===== src/rtl/pa_wb_pkg.sv =====
// Shared types and constants for the writeback result FIFO.
package pa_wb_pkg;

  localparam int WB_ADDR_W = 5;
  localparam int WB_DATA_W = 16;
  localparam int STAT_W    = 2;
  localparam int STAT_OVF  = 1;
  localparam int STAT_UNF  = 0;

  typedef struct packed {
    logic [WB_ADDR_W-1:0] addr;
    logic [WB_DATA_W-1:0] value;
    logic [STAT_W-1:0]    status;
  } wb_entry_t;

endpackage


===== src/rtl/wb_fifo_mem.sv =====
// Entry storage for the writeback FIFO: two write ports, two asynchronous read
// ports, no reset on the data array.
module wb_fifo_mem
  import pa_wb_pkg::*;
#(
  parameter int DEPTH = 8,
  parameter int W     = 23
) (
  input  logic                     clock_i,
  input  logic                     we0_i,
  input  logic [$clog2(DEPTH)-1:0] wa0_i,
  input  logic [W-1:0]             wd0_i,
  input  logic                     we1_i,
  input  logic [$clog2(DEPTH)-1:0] wa1_i,
  input  logic [W-1:0]             wd1_i,
  input  logic [$clog2(DEPTH)-1:0] ra0_i,
  input  logic [$clog2(DEPTH)-1:0] ra1_i,
  output logic [W-1:0]             rd0_o,
  output logic [W-1:0]             rd1_o
);

  logic [W-1:0] mem_q [DEPTH];

  // The two write addresses are always distinct when both ports fire.
  always_ff @(posedge clock_i) begin
    if (we0_i) mem_q[wa0_i] <= wd0_i;
    if (we1_i) mem_q[wa1_i] <= wd1_i;
  end

  assign rd0_o = mem_q[ra0_i];
  assign rd1_o = mem_q[ra1_i];

endmodule


===== src/rtl/wb_result_fifo.sv =====
// Dual-in/dual-out writeback buffer between exec pipes A/B and the register file.
// Optional macro WBFIFO_FORWARD_EN: forward results straight to the outputs when empty.
module wb_result_fifo
  import pa_wb_pkg::*;
#(
  parameter int DEPTH  = 8,
  parameter int ADDR_W = WB_ADDR_W,
  parameter int DATA_W = WB_DATA_W
) (
  input  logic                         clock_i,
  input  logic                         reset_i,
  input  logic                         flush_i,
  input  logic                         resValidA_i,
  input  logic [ADDR_W-1:0]            resAddrA_i,
  input  logic [DATA_W-1:0]            resValA_i,
  input  logic [1:0]                   resStatusA_i,
  input  logic                         resValidB_i,
  input  logic [ADDR_W-1:0]            resAddrB_i,
  input  logic [DATA_W-1:0]            resValB_i,
  input  logic [1:0]                   resStatusB_i,
  output logic                         ready_o,
  output logic                         overflow_o,
  output logic                         wbA_o,
  output logic [ADDR_W-1:0]            wbAddrA_o,
  output logic [DATA_W-1:0]            wbValA_o,
  output logic [1:0]                   operationStatusA_o,
  output logic                         wbB_o,
  output logic [ADDR_W-1:0]            wbAddrB_o,
  output logic [DATA_W-1:0]            wbValB_o,
  output logic [1:0]                   operationStatusB_o,
  output logic [$clog2(DEPTH+1)-1:0]   count_o
);

  localparam int PTR_W = $clog2(DEPTH);
  localparam int CNT_W = $clog2(DEPTH+1);
  localparam logic [CNT_W-1:0] DEPTH_C = CNT_W'(DEPTH);

  typedef struct packed {
    logic [ADDR_W-1:0] addr;
    logic [DATA_W-1:0] value;
    logic [1:0]        status;
  } entry_t;

  logic [PTR_W-1:0] wr_ptr_q, wr_ptr_d, rd_ptr_q, rd_ptr_d;
  logic [CNT_W-1:0] count_q, count_d;
  logic             ovf_q, ovf_d, ready_q, ready_d;
  logic             wb_a_q, wb_a_d, wb_b_q, wb_b_d;
  entry_t           out_a_q, out_a_d, out_b_q, out_b_d;

  entry_t           entry_a, entry_b, head, second, wd0;
  logic [PTR_W-1:0] wa1;
  logic             fwd, fwd_b, push_a, push_b, acc_a, acc_b, pop_a, pop_b, we0, we1;
  logic [1:0]       n_push, n_pop;

  assign entry_a = {resAddrA_i, resValA_i, resStatusA_i};
  assign entry_b = {resAddrB_i, resValB_i, resStatusB_i};

  wb_fifo_mem #(.DEPTH(DEPTH), .W($bits(entry_t))) u_mem (
    .clock_i (clock_i),
    .we0_i   (we0),
    .wa0_i   (wr_ptr_q),
    .wd0_i   (wd0),
    .we1_i   (we1),
    .wa1_i   (wa1),
    .wd1_i   (entry_b),
    .ra0_i   (rd_ptr_q),
    .ra1_i   (rd_ptr_q + PTR_W'(1)),
    .rd0_o   (head),
    .rd1_o   (second)
  );

  always_comb begin
`ifdef WBFIFO_FORWARD_EN
    fwd = (count_q == '0) && !flush_i;
`else
    fwd = 1'b0;
`endif
    // A same-address B cannot share a cycle with A, so it is stored instead.
    fwd_b  = fwd && resValidB_i && !(resValidA_i && (resAddrA_i == resAddrB_i));
    push_a = resValidA_i && !fwd && !flush_i;
    push_b = resValidB_i && !fwd_b && !flush_i;
    acc_a  = push_a && (count_q < DEPTH_C);
    acc_b  = push_b && ((count_q + CNT_W'(acc_a)) < DEPTH_C);
    pop_a  = (count_q != '0);
    pop_b  = (count_q >= CNT_W'(2)) && (head.addr != second.addr);
    n_push = {1'b0, acc_a} + {1'b0, acc_b};
    n_pop  = {1'b0, pop_a} + {1'b0, pop_b};

    we0 = acc_a || acc_b;
    wd0 = acc_a ? entry_a : entry_b;
    we1 = acc_a && acc_b;
    wa1 = wr_ptr_q + PTR_W'(1);

    wr_ptr_d = wr_ptr_q + PTR_W'(n_push);
    rd_ptr_d = rd_ptr_q + PTR_W'(n_pop);
    count_d  = count_q + CNT_W'(n_push) - CNT_W'(n_pop);
    ovf_d    = ovf_q || (push_a && !acc_a) || (push_b && !acc_b);
    wb_a_d   = pop_a;
    out_a_d  = pop_a ? head : '0;
    wb_b_d   = pop_b;
    out_b_d  = pop_b ? second : '0;

    if (fwd && resValidA_i) begin
      wb_a_d  = 1'b1;
      out_a_d = entry_a;
    end
    if (fwd_b) begin
      wb_b_d  = 1'b1;
      out_b_d = entry_b;
    end

    if (flush_i) begin
      wr_ptr_d = '0;
      rd_ptr_d = '0;
      count_d  = '0;
      wb_a_d   = 1'b0;
      out_a_d  = '0;
      wb_b_d   = 1'b0;
      out_b_d  = '0;
    end

    ready_d = (DEPTH_C - count_d) >= CNT_W'(2);
  end

  always_ff @(posedge clock_i or negedge reset_i) begin
    if (!reset_i) begin
      wr_ptr_q <= '0;
      rd_ptr_q <= '0;
      count_q  <= '0;
      ovf_q    <= 1'b0;
      ready_q  <= 1'b1;
      wb_a_q   <= 1'b0;
      out_a_q  <= '0;
      wb_b_q   <= 1'b0;
      out_b_q  <= '0;
    end else begin
      wr_ptr_q <= wr_ptr_d;
      rd_ptr_q <= rd_ptr_d;
      count_q  <= count_d;
      ovf_q    <= ovf_d;
      ready_q  <= ready_d;
      wb_a_q   <= wb_a_d;
      out_a_q  <= out_a_d;
      wb_b_q   <= wb_b_d;
      out_b_q  <= out_b_d;
    end
  end

  assign ready_o            = ready_q;
  assign overflow_o         = ovf_q;
  assign count_o            = count_q;
  assign wbA_o              = wb_a_q;
  assign wbAddrA_o          = out_a_q.addr;
  assign wbValA_o           = out_a_q.value;
  assign operationStatusA_o = out_a_q.status;
  assign wbB_o              = wb_b_q;
  assign wbAddrB_o          = out_b_q.addr;
  assign wbValB_o           = out_b_q.value;
  assign operationStatusB_o = out_b_q.status;

endmodule


===== config.mk =====
export PLATFORM = sky130hd
export DESIGN_NAME = wb_result_fifo
export DESIGN_NICKNAME = d
export VERILOG_FILES = /design/src/rtl/pa_wb_pkg.sv /design/src/rtl/wb_fifo_mem.sv /design/src/rtl/wb_result_fifo.sv
export SDC_FILE = /design/constraint.sdc
export NUM_CORES = 1
export LEC_CHECK = 0
export CORE_MARGIN = 2
export CORE_UTILIZATION = 50
export CTS_CLUSTER_SIZE = 20
export DETAILED_ROUTE_END_ITERATION = 7
export PLACE_DENSITY = 0.78
export SETUP_SLACK_MARGIN = 0.05
export SLEW_MARGIN = 20
export SYNTH_ARGS = -nofsm -noshare
export SYNTH_HDL_FRONTEND = slang
export SYNTH_SLANG_ARGS = --single-unit

===== constraint.sdc =====
create_clock -name clock_i -period 7 [get_ports clock_i]
set_input_delay 1.4 -clock clock_i [delete_from_list [all_inputs] [get_ports clock_i]]
set_output_delay 1.4 -clock clock_i [all_outputs]
set_load 0.1 [all_outputs]

==> flow_metrics.tcl <==
set metrics [dict create \
    seq_area_um2 7030 \
    holdBufCountCts 0 \
    fp-row-count 59 \
    synthToLayoutAreaGrowth_pct 16.2 \
    final-setup-viol-count 0 \
    power_frac_seq_pct 29.1 \
    irDropWorstVdd_mv 0.381 \
    grt_start_max_net_pins 61 \
    tightest_slew_ps 1130 \
    maxCapViolCount 0 \
    start_util_pct 50.6 \
    power.leakage_uw 0.00537 \
    hold_start "overflow_o" \
    clkSinkCount 244 \
    vias_per_cell 6.21 \
    timing.final.hold_violations 0 \
    powerDensity_nw_per_um2 434 \
    clk_latency_ps 530 \
    r2r_cells 19 \
    clkPwrFrac_pct 19.7 \
    post_cts_buffers 0 \
    cts_tree "done" \
    fp.dieW_um 166 \
    antenna_found_initial 0 \
    antennaDiodeCount 0 \
    gp_congestion 0.809 \
    clkTransAtPathRegs_ps 60 \
    yosysSeqAreaShare_pct 53.6 \
    drt-wirelength-per-cell_um 22.1 \
    max_freq_mhz 172 \
    timing.rr.end "ready_o" \
    io_buffers 104 \
    required_ps 7440 \
    setup_slack_ps 1200 \
    drt_wl_total_um 32100 \
    internal_power_uw 3760 \
    clock_skew_ps 13.2 \
    arrival_ps 6240 \
    hold_class "reg2reg" \
    pre_cts_slack_ps 1290 \
    io_pins 105 \
    fin_tns_setup_ps 0 \
    postRouteAntennaNets 0 \
    syn-num-nets 1119 \
    syn_area_um2 13100 \
    multi_input_area_um2 5740 \
    track_usage_pct 23.1 \
    min_path_cells 2 \
    endpoint_kind "flop" \
    synth_cells 1050 \
    period_share_pct 82.9 \
    worst_slew_margin_rel_pct 24.5 \
    ys_seq_elements 244 \
    path_max_fanout 35 \
    cts.repair.resized 0 \
    timing.rr.start "rd_ptr_q[0]" \
    fin_nets 1169 \
    path_class "reg2reg" \
    drive_above_1_share_pct 16.2 \
    clock_path_buffers 3 \
    p_switching_uw 2850 \
    syn_avg_cell_area_um2 12.5 \
    h-tree-depth 1 \
    yosys_warnings 0 \
    num_vias 9020 \
    grt_pass1_vias 8852 \
    cts-root-buf "clkbuf_16" \
    gr-total-overflow 0 \
    drc_errors 0 \
    post-dp-hpwl_um 19800 \
    comb_power_share_pct 51.2 \
    yosys.cell_types.count 40 \
    die_h_um 166 \
    rsz0062_at_grt "no" \
    final-max-slew-violation-count 0 \
    grt_pass1_wl_um 49600 \
    cts_buffers 25 \
    start_kind "flop" \
    drtIter0Drc 980 \
    whs_endpoint "overflow_o" \
    min_period_ps 5800 \
    final_core_util_pct 58.8 \
    n_fill_cell 1986 \
    status "finished, final reports clean" \
    p_sw_share_pct 43.1 \
    rrSetupSlack_ps 1200 \
    finalPower_uw 6610 \
    die_area_um2 27500 \
    first_pass_iters 7 \
    coreArea_um2 25900 \
]
## logic make-up after synthesis
family / count (synthesis) / share of synthesized area [%]
buffers and inverters: 118 / 3.74
adder cells (fa/ha/maj): 18 / 1.95
AND/OR/NAND/NOR: 279 / 9.59
AO/OA/AOI/OAI: 205 / 8.16
flip-flops: 244 / 53.6
XOR/XNOR: 25 / 1.67
multiplexers: 161 / 21.3
## worst max path at each step
stage / depth (start not counted) / endpoint / startpoint
after floorplan: 7 / u_mem.mem_q[0][0] / flush_i
after global placement: 17 / ready_o / rd_ptr_q[0]
after detailed placement: 19 / ready_o / rd_ptr_q[0]
after CTS: 19 / ready_o / rd_ptr_q[0]
after global routing: 17 / ready_o / rd_ptr_q[0]
final: 19 / ready_o / rd_ptr_q[0]
## cells in the mapped netlist, drive strengths merged
| cell | n | share of area, % |
|---|---|---|
| nand2 | 6 | 0.17 |
| o221ai | 1 | 0.067 |
| fa | 4 | 0.61 |
| xnor2 | 9 | 0.60 |
| nor2b | 7 | 0.33 |
| a221oi | 1 | 0.20 |
| nand3b | 1 | 0.057 |
| dfstp | 1 | 0.20 |
| mux4 | 92 | 16 |
| mux2i | 69 | 5.3 |
| buf | 38 | 1.4 |
| a21o | 1 | 0.057 |
| nor3 | 27 | 1.7 |
| a41oi | 1 | 0.067 |
| clkbuf | 64 | 1.8 |
| ha | 14 | 1.3 |
| nor2 | 215 | 6.2 |
| a21oi | 188 | 7.2 |
| nand2b | 7 | 0.33 |
| edfxtp | 184 | 42 |
| or2 | 2 | 0.095 |
| nor3b | 3 | 0.17 |
| a22oi | 1 | 0.057 |
| dfrtp | 59 | 11 |
| inv | 16 | 0.46 |
| nor4 | 2 | 0.14 |
| nand3 | 5 | 0.19 |
| nor4b | 1 | 0.067 |
| xor2 | 16 | 1.1 |
| o31ai | 3 | 0.17 |
| nand4 | 3 | 0.14 |
| o21ai | 9 | 0.34 |
## through the flow
step | cell area, um^2 | cells | hold slack (ps)
2_1_floorplan | 13100 | 1050 | 612
3_3_place_gp | 14400 | 1408 | 479
3_5_place_dp | 14400 | 1408 | 491
4_1_cts | 15200 | 1453 | 509
5_1_grt | 15200 | 1453 | 551
6_report | 15200 | 1453 | 512
## per-layer routing
layer | vias up | GRT usage (%) | part of all wire (%)
met4 | 0 | 7.11 | 2.4
met5 | - | 0 | 0
met2 | 524 | 39.3 | 50
met3 | 65 | 3.48 | 9.6
met1 | 4438 | 30.9 | 38
li1 | 3993 | - | -
## critical path, stage by stage (launching register included)
cell and delay (ps):
dfrtp_4 700, ha_2 810, buf_4 350, mux4_2 590
xor2_1 180, nor3_1 190, nand3_1 160, a221oi_4 380
a21oi_2 50, ha_1 330, ha_1 280, inv_1 40
ha_1 200, fa_1 520, nor2b_1 310, inv_1 90
ha_1 200, nand2_1 70, nor3b_1 50, o21ai_0 170
## power by group through the flow
stage	logic (uW)	registers, uW	clock network (uW)
after CTS	3380	1930	1310
after global placement	3310	1950	0
after floorplan	1700	2850	0
after global routing	3570	1950	1370
after detailed placement	3380	1960	0
final	3380	1930	1300
## sequential cells by signal, summed over array words and instances, names as in the netlist
| name | flops |
|---|---|
| operationStatusA_o | 2 |
| wbValA_o | 16 |
| wbA_o | 1 |
| wbAddrB_o | 5 |
| overflow_o | 1 |
| ready_o | 1 |
| rd_ptr_q | 3 |
| wbAddrA_o | 5 |
| u_mem.mem_q | 184 |
| wr_ptr_q | 3 |
| wbValB_o | 16 |
| wbB_o | 1 |
| operationStatusB_o | 2 |
| count_o | 4 |
## cells in the final DEF (no fill, tap or decap), drive strengths merged, types with 2 or more instances in the layout
master           n
a21oi          188
buf             22
bufinv           3
clkbuf          31
clkdlybuf4s50  103
clkinv          10
dfrtp           59
edfxtp         184
fa               4
ha              14
inv             17
mux2i           69
mux4            92
nand2            6
nand2b           7
nand3            5
nand4            3
nor2           215
nor2b            7
nor3            27
nor3b            3
nor4             2
o21ai            9
o31ai            3
or2              2
xnor2            9
xor2            16
## final cells by class
| type | count | area share (%) |
|---|---|---|
| clock buffers | 31 | 4.25 |
| multi-input cells | 688 | 37.7 |
| flip-flops and latches | 244 | 46.2 |
| well taps | 335 | 2.75 |
| repair buffers | 125 | 7.83 |
| inverters | 16 | 0.394 |
| clock inverters | 14 | 0.928 |
(Power assumes the default switching activity.)
